**src/rtl/score_keeper.sv**
```systemverilog
// score_keeper: debounces two player buttons, awards points, enforces a
// lockout between points and freezes the scores once a player wins.
// p1/p2 feed the 7-segment score display directly.
module score_keeper #(
   parameter logic [2:0] WIN_SCORE   = 3'd5,
   parameter int         DB_CYCLES   = 50000,
   parameter int         LOCK_CYCLES = 1000000
) (
   input  logic       clk,
   input  logic       clr_n,
   input  logic       p1_btn,
   input  logic       p2_btn,
   input  logic       new_game,
   output logic [2:0] p1,
   output logic [2:0] p2,
   output logic       game_over,
   output logic [1:0] winner,
   output logic       locked
);

   localparam int DBW = $clog2(DB_CYCLES + 1);
   localparam int LKW = $clog2(LOCK_CYCLES + 1);

   // Debounce count at which the debounced level flips on this edge.
   localparam logic [DBW-1:0] DB_LAST  = DBW'(DB_CYCLES - 1);
   localparam logic [DBW-1:0] DB_ONE   = DBW'(1);
   localparam logic [LKW-1:0] LK_LOAD  = LKW'(LOCK_CYCLES - 1);
   localparam logic [LKW-1:0] LK_ONE   = LKW'(1);

   typedef enum logic [1:0] {
      PLAY = 2'd0,
      LOCK = 2'd1,
      OVER = 2'd2
   } state_t;

   // Bit 0 is player 1, bit 1 is player 2 throughout the debounce path.
   logic [1:0]     btn;
   logic [1:0]     sync1;
   logic [1:0]     sync2;
   logic [1:0]     db;
   logic [1:0]     db_d;
   logic [DBW-1:0] db_cnt [2];
   logic [1:0]     press;

   state_t         state, state_n;
   logic [2:0]     p1_n, p2_n;
   logic [1:0]     winner_n;
   logic [LKW-1:0] lock_cnt, lock_cnt_n;

   assign btn   = {p2_btn, p1_btn};
   assign press = db & ~db_d;

   // Two-flop synchronizer and stability counter per button; the debounced
   // level only moves after DB_CYCLES consecutive disagreeing samples.
   always_ff @(posedge clk or negedge clr_n) begin
      if (!clr_n) begin
         sync1     <= '0;
         sync2     <= '0;
         db        <= '0;
         db_d      <= '0;
         db_cnt[0] <= '0;
         db_cnt[1] <= '0;
      end else begin
         sync1 <= btn;
         sync2 <= sync1;
         db_d  <= db;
         for (int i = 0; i < 2; i++) begin
            if (sync2[i] == db[i]) begin
               db_cnt[i] <= '0;
            end else if (db_cnt[i] == DB_LAST) begin
               db[i]     <= ~db[i];
               db_cnt[i] <= '0;
            end else begin
               db_cnt[i] <= db_cnt[i] + DB_ONE;
            end
         end
      end
   end

   // Game state register and registered score/winner outputs.
   always_ff @(posedge clk or negedge clr_n) begin
      if (!clr_n) begin
         state    <= PLAY;
         p1       <= '0;
         p2       <= '0;
         winner   <= '0;
         lock_cnt <= '0;
      end else begin
         state    <= state_n;
         p1       <= p1_n;
         p2       <= p2_n;
         winner   <= winner_n;
         lock_cnt <= lock_cnt_n;
      end
   end

   // Next-state logic: scoring in PLAY, countdown in LOCK, freeze in OVER;
   // new_game overrides everything including a same-cycle press.
   always_comb begin
      state_n    = state;
      p1_n       = p1;
      p2_n       = p2;
      winner_n   = winner;
      lock_cnt_n = lock_cnt;

      case (state)
         PLAY: begin
            if (press[0] && press[1]) begin
               // Simultaneous presses void the point but still lock out.
               state_n    = LOCK;
               lock_cnt_n = LK_LOAD;
            end else if (press[0]) begin
               p1_n = p1 + 3'd1;
               if (p1 + 3'd1 == WIN_SCORE) begin
                  state_n  = OVER;
                  winner_n = 2'b01;
               end else begin
                  state_n    = LOCK;
                  lock_cnt_n = LK_LOAD;
               end
            end else if (press[1]) begin
               p2_n = p2 + 3'd1;
               if (p2 + 3'd1 == WIN_SCORE) begin
                  state_n  = OVER;
                  winner_n = 2'b10;
               end else begin
                  state_n    = LOCK;
                  lock_cnt_n = LK_LOAD;
               end
            end
         end
         LOCK: begin
            if (lock_cnt == '0) begin
               state_n = PLAY;
            end else begin
               lock_cnt_n = lock_cnt - LK_ONE;
            end
         end
         OVER: begin
            state_n = OVER;
         end
         default: begin
            state_n = PLAY;
         end
      endcase

      if (new_game) begin
         state_n    = PLAY;
         p1_n       = '0;
         p2_n       = '0;
         winner_n   = '0;
         lock_cnt_n = '0;
      end
   end

   assign game_over = (state == OVER);
   assign locked    = (state == LOCK);

endmodule

```
**config.mk**
```make
export PLATFORM = sky130hd
export DESIGN_NAME = score_keeper
export DESIGN_NICKNAME = d
export VERILOG_FILES = /design/src/rtl/score_keeper.sv
export SDC_FILE = /design/constraint.sdc
export NUM_CORES = 1
export LEC_CHECK = 0
export BUFFER_PORTS_ARGS = -buffer_cell sky130_fd_sc_hd__clkbuf_2
export CORE_MARGIN = 1
export CORE_UTILIZATION = 50
export CTS_CLUSTER_DIAMETER = 60
export DETAILED_ROUTE_END_ITERATION = 16
export PLACE_DENSITY = 0.66
export SLEW_MARGIN = 15
export SYNTH_ARGS = -nofsm -noshare
export SYNTH_HDL_FRONTEND = slang
export SYNTH_SLANG_ARGS = --single-unit
export TNS_END_PERCENT = 50
```
**constraint.sdc**
```tcl
create_clock -name clk -period 2.2 [get_ports clk]
set_input_delay 0 -clock clk [delete_from_list [all_inputs] [get_ports clk]]
set_output_delay 0 -clock clk [all_outputs]
set_load 0.03 [all_outputs]
```
After elaboration in Yosys (flattened, before gate mapping)
Index checks and enable logic that the tools add are counted.

Word-level logic and storage cells: 91. Output and inout bits: 10. Bits of input ports: 5. Register bits: 70.

Muxes and demuxes: 36. Bitwise gates (word level): 6. Reductions and logical operators: 16. Add/subtract/negate cells: 5. Equality and inequality tests: 16.

Operators by type and width (number): two-way mux 20 bit (7); two-way mux 16 bit (4); one-hot mux 20 bit (2 select lines) (1); adder 16 x 1 -> 16 bit (second input constant) (2); equality test 16 bit (second input constant) (2); two-way mux 2 bit (14); two-way mux 3 bit (9); logical NOT 20 bit (1); subtractor 20 x 1 -> 20 bit (second input constant) (1); != test 5 bit (second input constant) (3); AND reduction 5 bit (2); nonzero test 3 bit (3); adder 3 x 1 -> 3 bit (second input constant) (2); equality test 3 bit (second input constant) (2); != test 3 x 2 -> 1 bit (second input constant) (2); one-hot mux 2 bit (3 select lines) (1); AND reduction 2 bit (3); nonzero test 2 bit (3); != test 2 bit (second input constant) (2); inverter 1 bit (4); AND reduction 4 bit (1); != test 3 bit (second input constant) (1); AND reduction 3 bit (1); AND 2 bit (1); 6 further kinds (7).

Depth between registers and ports, before layout
Gate-level depths: netlist of run 1.

Depth in word-level cells: 8. Depth in mapped cells: 8. Depth with buffers taken out: 7.

Least setup slack after synthesis of run 1
OpenSTA, ideal clock, no wires.

Kind: register to register. Start point: reg p2[0]. End point: reg lock_cnt[1]. Path slack: 0.127 ns. Library setup time: 0.125 ns. Required time: 2.075 ns. Buffers on the path: 1. Clock period less this slack: 2.073 ns. Cell stages (with the launch flop): 8. Arrival time: 1.948 ns. Path through: dfrtp_1 -> ha_1 -> xor2_1 -> and3_1 -> o311ai_1 -> o21a_1 -> buf_6 -> mux2_4.

Word-level cells in the longest chain between the ends: 4.

RTL lines: start, declared (RTL line 15) `output logic [2:0] p2,`; start signal, assigned (RTL line 91) `p2 <= p2_n;`; adder 3 x 1 -> 3 bit (RTL line 123) `if (p2 + 3'd1 == WIN_SCORE) begin`; equality test 3 bit (RTL line 123); != test 5 bit (no line); AND reduction 5 bit (no line); end signal, assigned (RTL line 93) `lock_cnt <= lock_cnt_n;`; end, declared (RTL line 48) `logic [LKW-1:0] lock_cnt, lock_cnt_n;`.

Every way passes these cells. A chain may end at the register's enable or synchronous reset.

Worst setup path in the final report of run 1
Start point: reg p1[0]. End point: reg lock_cnt[4].

Word-level cells in the longest chain between the ends: 4.

RTL lines: start, declared (RTL line 14) `output logic [2:0] p1,`; start signal, assigned (RTL line 90) `p1 <= p1_n;`; adder 3 x 1 -> 3 bit (RTL line 114) `if (p1 + 3'd1 == WIN_SCORE) begin`; equality test 3 bit (RTL line 114); != test 5 bit (no line); AND reduction 5 bit (no line).

Every way passes these cells.

==> results.cfg, run 1 <==
[cts]
numCtsBuffers = 9
cts_setup_buffers = 0
cts_buffer_depth = 2
clock-root-buffer = clkbuf_8
cts_tree = built
cts.sinks = 70
path_clk_slew_ns = 0.07
cts.htree.levels = 3
clk_latency_ns = 0.33

[placed_design]
portBuffers = 14
dp_slack_ns = 0.189
post-dp-hpwl_mm = 4.82
routabilityCongestion = 0.787

[pwr]
p_per_area_nw_per_um2 = 714
ir_drop_uv = 459
p_leak_nw = 1.79

[final_layout]
nets = 405
final_layout_size_suffix_gt1_share_pct = 13.6
diodes = 0
syn_to_final_growth_pct = 12.7
layout_common_cells = 70 x dfrtp_1, 57 x nor2_1, 19 x nand2_1, 19 x xor2_1, 18 x nor3_1
final_common_cell = dfrtp_1

[worst_setup_path]
crit_type = register to register
cp.arrival_ns = 2.18
critical_path.startpoint_type = register
cp.required_ns = 2.43
cp_cell_sequence = ha_1 -> xor2_1 -> and3_1 -> o311ai_2 -> buf_4 -> a31oi_1 -> a311oi_1
crit_fanout = 10
slowest_delay_ns = 0.41
end_kind = register
critPathSlowestCell = dfrtp_1
rr_worst_depth = 7

[grt]
gr-total-overflow = 0
grt_pass1_wl_mm = 12.2
antenna_found_initial = 0
grt_pass1_vias = 2703
grt_use_total_pct = 20.9
grt_max_degree = 29

[yosys]
yosys_warnings = 0
ys_ff_latch = 70
syn_nets = 375
synth_xor_xnor_area_share_pct = 8.87
synthMuxAreaShare_pct = 2.22
yosys.area_share.simple_pct = 23.0
synth_top_area_share_pct = 49.3
yosysTopAreaCell = dfrtp_1
avgSynthCellArea_sq_um = 9.82
synthTopCellsByArea = dfrtp_1 49%, nor2_1 6.0%, xor2_1 4.7%
synth_edf_count = 0
ys_async_sr_fraction_pct = 100
syn-cell-area_sq_um = 3550
synth_compound_area_share_pct = 10.4
ys_types = 49
syn_inst = 362
ys.flop_type = dfrtp_1
yosysSeqAreaShare_pct = 49.3
synth_fa_ha_area_share_pct = 2.82
synth_top_family_by_area = simple AND/OR/NAND/NOR gates

[timing]
fin_setup_tns_ns = 0
fin_ws_ns = 0.257
hold_violations = 0
tightest_slew_ns = 0.562
setup_viol = 0
rsz0062_at_grt = false
fmax_mhz = 515
fin_crit_sh_pct = 88.3
finalClockSkew_ns = 0.00420
slew_headroom_pct = 62.6
finalCriticalPeriod_ns = 1.94
drv_slew = 0

[route]
ant_nets = 0
wl_per_cell_microns = 14.0
vias_per_cell = 5.53
vias = 2721
first_pass_iters = 4
drc = 0
drtIter0Drc = 88
totalWireLength_mm = 6.90

[die]
initial_core_util_pct = 52.0
die-area_sq_um = 7450
die_y_microns = 86.3
rows = 30
pin_count = 15
die_w_microns = 86.3
core_sq_um = 6830

[flow_run]
maxCapViolCount = 0

[worst_hold_path]
hold_class = input port to async pin

[outcome]
status = finished clean
## report_power, final
part           switching (mW)  internal, mW  leakage, nW  total [mW]
sequential              0.121          1.37        0.940        1.49
clock                   0.462         0.463       0.0845       0.925
combinational           0.264         0.179        0.762       0.442
total                   0.846          2.01         1.79        2.86
## state kept, by name, indices dropped and copies added, names as in the netlist
signal	count
state	2
sync1	2
sync2	2
lock_cnt	20
p2	3
db	2
db_d	2
db_cnt	32
p1	3
winner	2
## cell type report
type,instances,area [sq um]
fillers,625,2830
flip-flops and latches,70,1750
multi-input cells,264,1690
repair buffers,31,208
clock buffers,12,155
well taps,96,120
inverters,16,60.1
clock inverters,3,20.0
## stage by stage
stage | std cells | total power [mW] | utilization, % | area, sq um | hold WS (ns)
floorplan | 362 | 1.80 | - | 3550 | -0.296
global placement | 473 | 1.93 | 55.3 | 3780 | 0.0106
global route | 492 | 3.03 | 58.6 | 4000 | 0.224
CTS | 492 | 2.89 | 58.5 | 4000 | 0.199
detailed placement | 473 | 1.95 | 55.3 | 3780 | 0.0232
finish | 492 | 2.86 | 58.6 | 4000 | 0.193
## routing by layer
layer	global-route usage [%]	share of wire, %	vias up
li1	-	-	1333
met1	27.3	47	1334
met2	34.1	48	47
met3	5.90	3.6	7
met4	6.52	1.0	0
met5	0	0	-
## final timing paths
path | startpoint | slack, ns | endpoint
min in group clk | p2_btn | 0.31 | sync1[1]
max reg2reg | p1[0] | 0.26 | lock_cnt[4]
max | p1[0] | 0.26 | lock_cnt[4]
min reg2reg | sync1[0] | 0.36 | sync2[0]
max in group asynchronous | clr_n | 1.24 | db_cnt[5]
min | clr_n | 0.19 | p1[2]
## what timing repair did
item                       4_1_cts  5_1_grt
hold buffers                     4        0
resized for setup                0        1
setup endpoints to repair        0        1
hold endpoints to repair        25        0
## critical path: cells and delay by family (launching register included)
family                     cells  cell delay, ns
DFF                            1            0.41
AOI/OAI and AO/OA              3            0.60
xor gates and xnor gates       1            0.17
buffers and inverters          1            0.23
and+or+nand+nor                1            0.21
adders and majority gates      1            0.23
## cells by family (layout without fill, tap and decap cells)
family          count (synthesis)  after routing
compound gates                 52             52
flops                          70             70
xor+xnor                       36             36
simple gates                  161            161
mux                             7              7
buf+inv                        28             62
fa+ha+maj                       8              8
## Yosys cell counts (4+ instances only)
| master | number |
|---|---|
| nor2_1 | 57 |
| nand2_1 | 19 |
| clkbuf_1 | 5 |
| ha_1 | 8 |
| xor2_1 | 19 |
| nand3_1 | 15 |
| dfrtp_1 | 70 |
| a311oi_1 | 5 |
| a21oi_1 | 9 |
| nor3_1 | 18 |
| buf_2 | 4 |
| nand4_1 | 13 |
| and3_1 | 11 |
| xnor2_1 | 17 |
| nand2b_1 | 7 |
| a31oi_1 | 15 |
| inv_1 | 16 |
Note: power is estimated with default switching activity, not from simulation.
==> run 2, diff against run 1 <==
- CTS_BUF_LIST: default -> sky130_fd_sc_hd__clkbuf_8
- PLACE_DENSITY: 0.66 -> 0.67
==> results.cfg, run 2 (same netlist as run 1, synthesis figures left out) <==
[pwr]
p_int_mw = 1.94
p_sw_mw = 0.843
ir_drop_uv = 431
netSwitchingFraction_pct = 30.4
p_comb_share_pct = 15.9
p_per_area_nw_per_um2 = 702
p_total_mw = 2.78
clkPwrFrac_pct = 30.6
power_frac_seq_pct = 53.5
p_leak_nw = 1.77

[timing]
fin_crit_sh_pct = 91.1
fin_setup_tns_ns = 0
fmax_mhz = 499
finalClockSkew_ns = 0.00945
hold_violations = 0
drv_slew = 0
tightest_slew_ns = 0.871
setup_viol = 0
slew_headroom_pct = 42.0
rsz0062_at_grt = false
finalCriticalPeriod_ns = 2.01

[route]
vias = 2693
ant_nets = 0
wl_per_cell_microns = 13.8
vias_per_cell = 5.51
drtIter0Drc = 177
first_pass_iters = 4
drc = 0
totalWireLength_mm = 6.73

[placed_design]
dp.cells = 471
post-dp-hpwl_mm = 4.47
place_area_sq_um = 3770
portBuffers = 14
routabilityCongestion = 0.785

[worst_setup_path]
crit_buf_inv = 1
cp.arrival_ns = 2.26
end_kind = register
critPathSlowestCell = dfrtp_1
reg2reg_to = lock_cnt[0]
slowest_delay_ns = 0.40
crit_end = lock_cnt[0]
crit_fanout = 9
r2r-start = p1[0]
cp_cell_sequence = ha_1 -> xor2_1 -> and3_1 -> o311ai_2 -> o21a_1 -> buf_4 -> mux2i_1
path_delay_family = compound AO/OA/AOI/OAI gates
rr_worst_depth = 7
worstSetupStartpoint = p1[0]
critical_path.startpoint_type = register
cp.required_ns = 2.45
worst-path-stages = 7
crit_type = register to register
r2r_setup_slack_ns = 0.19

[final_layout]
instances_no_fill = 489
final_common_cell = dfrtp_1
layout_common_cells = 70 x dfrtp_1, 57 x nor2_1, 19 x nand2_1, 19 x xor2_1
syn_to_final_growth_pct = 11.4
diodes = 0
top_register = db_cnt
final_area_sq_um = 3960
top_regs = db_cnt (32), lock_cnt (20)
final_layout_size_suffix_gt1_share_pct = 13.0
largest_register_ffs = 32
nets = 402

[die]
initial_core_util_pct = 52.0
die_y_microns = 86.3
die_w_microns = 86.3
pin_count = 15
die-area_sq_um = 7450
rows = 30
core_sq_um = 6830

[flow_run]
maxCapViolCount = 0

[cts]
clk_latency_ns = 0.34
path_clk_slew_ns = 0.07
numCtsBuffers = 9
cts.htree.levels = 3
cts_buffer_depth = 2
cts_setup_buffers = 0
cts_tree = built
clock-root-buffer = clkbuf_8
cts.sinks = 70

[grt]
grt_max_degree = 71
antenna_found_initial = 0
grt_pass1_wl_mm = 11.8
grt_pass1_vias = 2627
grt_use_total_pct = 20.2
gr-total-overflow = 0

[outcome]
status = finished clean

[worst_hold_path]
hold_class = input port to register
-- run 2: changes by cell type in the layout (fill, tap and decap cells not counted) --
| cell | change |
|---|---|
| buf_4 | -2 |
| clkbuf_8 | -2 |
| inv_1 | +2 |
| clkbuf_1 | -1 |
| clkinv_2 | +1 |
| dlygate4sd3_1 | -1 |
-- run 2: power groups by stage --
| stage | Clock [mW] | Combinational, mW | Sequential (mW) |
|---|---|---|---|
| after floorplan | 0 | 0.310 | 1.49 |
| after global placement | 0 | 0.422 | 1.51 |
| after detailed placement | 0 | 0.435 | 1.51 |
| after CTS | 0.878 | 0.442 | 1.49 |
| after global routing | 0.942 | 0.500 | 1.50 |
| final | 0.849 | 0.442 | 1.49 |
-- run 2: worst reg2reg max path: stages, from the launching register on --
cell	delay (ns)
dfrtp_1	0.40
ha_1	0.24
xor2_1	0.18
and3_1	0.20
o311ai_2	0.28
o21a_1	0.21
buf_4	0.18
mux2i_1	0.23
-- run 2: area by class of cell --
type / count / area, sq um
repair buffers: 28 / 183
fillers: 641 / 2870
clock buffers: 9 / 124
multi-input cells: 264 / 1690
inverters: 16 / 60.1
well taps: 96 / 120
clock inverters: 6 / 32.5
flip-flops and latches: 70 / 1750
-- run 2: through the flow --
stage / hold WS (ns) / worst slack [ns] / util, %
final: 0.169 / 0.195 / 58.0
after global routing: 0.187 / 0.0544 / 58.0
after CTS: 0.156 / 0.116 / 57.9
after detailed placement: 0.110 / 0.188 / 55.1
after global placement: 0.109 / 0.196 / 55.1
after floorplan: -0.296 / 0.127 / -
-- run 2: how the worst min path moves through the flow --
stage | startpoint | end | slack [ns] | cells past startpoint
detailed placement | p1_btn | sync1[0] | 0.11 | 1
global route | new_game | lock_cnt[16] | 0.19 | 2
floorplan | clr_n | db[0] | -0.30 | 0
finish | new_game | lock_cnt[9] | 0.17 | 2
CTS | new_game | lock_cnt[2] | 0.16 | 2
global placement | p1_btn | sync1[0] | 0.11 | 1
-- run 2: repair_timing --
action,4_1_cts,5_1_grt
setup endpoints to repair,0,1
resized for setup,0,1
hold buffers,3,0
endpoints found under the hold margin,72,0
-- run 2: routing by layer --
metal	vias up	GRT usage, %	wire length (microns)
met5	-	0	0
met4	0	6.82	87
met3	9	4.95	280
met2	52	33.1	3250
met1	1304	26.3	3110
li1	1328	-	-
==> run 3, diff against run 2 <==
--- a/config.mk
+++ b/config.mk
@@ -12,4 +12,5 @@
 export CTS_CLUSTER_DIAMETER = 60
 export DETAILED_ROUTE_END_ITERATION = 16
+export GPL_ROUTABILITY_DRIVEN = 0
 export PLACE_DENSITY = 0.67
 export SLEW_MARGIN = 15
==> constraint.sdc (replaced) <==
create_clock -name clk -period 2.2 [get_ports clk]
set_input_delay 0.44 -clock clk [delete_from_list [all_inputs] [get_ports clk]]
set_output_delay 0.44 -clock clk [all_outputs]
set_load 0.03 [all_outputs]
==> results.cfg, run 3 (same netlist as run 1, synthesis figures left out) <==
[cts]
clock-root-buffer = clkbuf_8
ctsResizeCount = 0
clk_latency_ns = 0.34
cts_buffer_depth = 2
cts.sinks = 70
postCtsHoldBufs = 0
cts_tree = built
path_clk_slew_ns = 0.07
numCtsBuffers = 9
cts.htree.levels = 3
cts_setup_buffers = 0

[timing]
fin_crit_sh_pct = 94.3
tightest_slew_ns = 0.422
slew_headroom_pct = 71.7
fmax_mhz = 482
rsz0062_at_grt = false
finalClockSkew_ns = 0.00759
drv_slew = 0
finalCriticalPeriod_ns = 2.07
fin_setup_tns_ns = 0
hold_violations = 0
setup_viol = 0

[grt]
grt_max_degree = 71
gr-total-overflow = 0
grt_use_total_pct = 20.2
antenna_found_initial = 0
grt_pass1_wl_mm = 11.6
grt_pass1_vias = 2512

[route]
wl_per_cell_microns = 13.7
met1_length_mm = 3.23
top_layer = met4
met2_length_mm = 3.15
vias_per_cell = 5.46
vias = 2672
drc = 0
ant_nets = 0
drtIter0Drc = 130
wl_met3_microns = 211
totalWireLength_mm = 6.69
first_pass_iters = 4

[die]
core_sq_um = 6830
rows = 30
die_y_microns = 86.3
initial_core_util_pct = 52.0
pin_count = 15
die-area_sq_um = 7450
die_w_microns = 86.3

[placed_design]
portBuffers = 14
post-dp-hpwl_mm = 4.55

[final_layout]
final_common_cell = dfrtp_1
syn_to_final_growth_pct = 13.2
nets = 401
seq_area_sq_um = 1750
final_layout_size_suffix_gt1_share_pct = 14.0
multi_input_area_sq_um = 1680
top_register = db_cnt
diodes = 0
layout_common_cells = 70 x dfrtp_1, 57 x nor2_1, 19 x nand2_1, 19 x xor2_1, 18 x nor3_1
post-route-util_pct = 58.9
largest_register_ffs = 32
fillers = 592
top_regs = db_cnt (32), lock_cnt (20)

[worst_setup_path]
crit_type = register to register
end_kind = register
cp.arrival_ns = 2.33
critical_path.startpoint_type = register
crit_fanout = 9
cp.required_ns = 2.46

[pwr]
p_per_area_nw_per_um2 = 772
p_leak_nw = 1.80
ir_drop_uv = 460

[worst_hold_path]
hold_class = input port to async pin

[outcome]
status = finished clean

[flow_run]
maxCapViolCount = 0
==> run 3: changes by cell type in the layout (fill, tap and decap cells not counted), sizes merged <==
| cell | delta |
|---|---|
| buf | +2 |
| clkinv | -2 |
| bufinv | +2 |
| dlygate4sd3 | -3 |
| clkbuf | +1 |
==> run 3: path summary, 6_finish.rpt <==
| check | startpoint | endpoint | slack, ns | depth (start not counted) |
|---|---|---|---|---|
| hold reg to reg | sync1[0] | sync2[0] | 0.35 | 0 |
| setup / recovery | p2[1] | lock_cnt[0] | 0.13 | 7 |
| setup reg to reg | p2[1] | lock_cnt[0] | 0.13 | 7 |
| max in group asynchronous | clr_n | db_cnt[29] | 1.80 | 2 |
| hold / removal | clr_n | p1[2] | 0.10 | 2 |
| min in group clk | p1_btn | sync1[0] | 0.20 | 1 |
==> run 3: final cells by class <==
cell class / count / area share (%)
flip-flops and latches: 70 / 43.5
multi-input cells: 264 / 41.8
repair buffers: 27 / 4.48
clock inverters: 6 / 2.30
clock buffers: 10 / 3.42
inverters: 16 / 1.49
well taps: 96 / 2.99
==> run 3: where the power goes <==
group | switching (mW) | internal (mW) | total [mW] | leakage (nW)
Sequential | 0.117 | 1.37 | 1.49 | 0.940
Clock | 0.497 | 0.677 | 1.17 | 0.110
Combinational | 0.263 | 0.185 | 0.448 | 0.750
Total | 0.877 | 2.23 | 3.11 | 1.80
==> run 3: through the flow <==
| step | hold slack, ns | setup slack [ns] | total power, mW | std cells | instance area [sq um] |
|---|---|---|---|---|---|
| floorplan | 0.144 | 0.127 | 1.80 | 362 | 3550 |
| global placement | 0.340 | 0.227 | 1.95 | 473 | 3790 |
| finish | 0.104 | 0.125 | 3.11 | 489 | 4020 |
| CTS | 0.117 | 0.103 | 3.15 | 489 | 4020 |
| detailed placement | 0.336 | 0.128 | 1.96 | 473 | 3790 |
| global route | 0.118 | 0.0143 | 3.28 | 489 | 4020 |
==> run 3: worst max-delay path, stage by stage, from the launching register on <==
cell and delay (ns):
dfrtp_1 0.42, ha_1 0.22, xor2_1 0.14, and3_1 0.17
o311ai_1 0.40, o21a_1 0.23, buf_4 0.20, mux2i_1 0.21
==> run 3: per-layer routing <==
| layer | track usage (%) | up-vias |
|---|---|---|
| met3 | 7.05 | 12 |
| met4 | 6.36 | 0 |
| met2 | 31.9 | 42 |
| met5 | 0 | - |
| met1 | 26.3 | 1280 |
| li1 | - | 1338 |
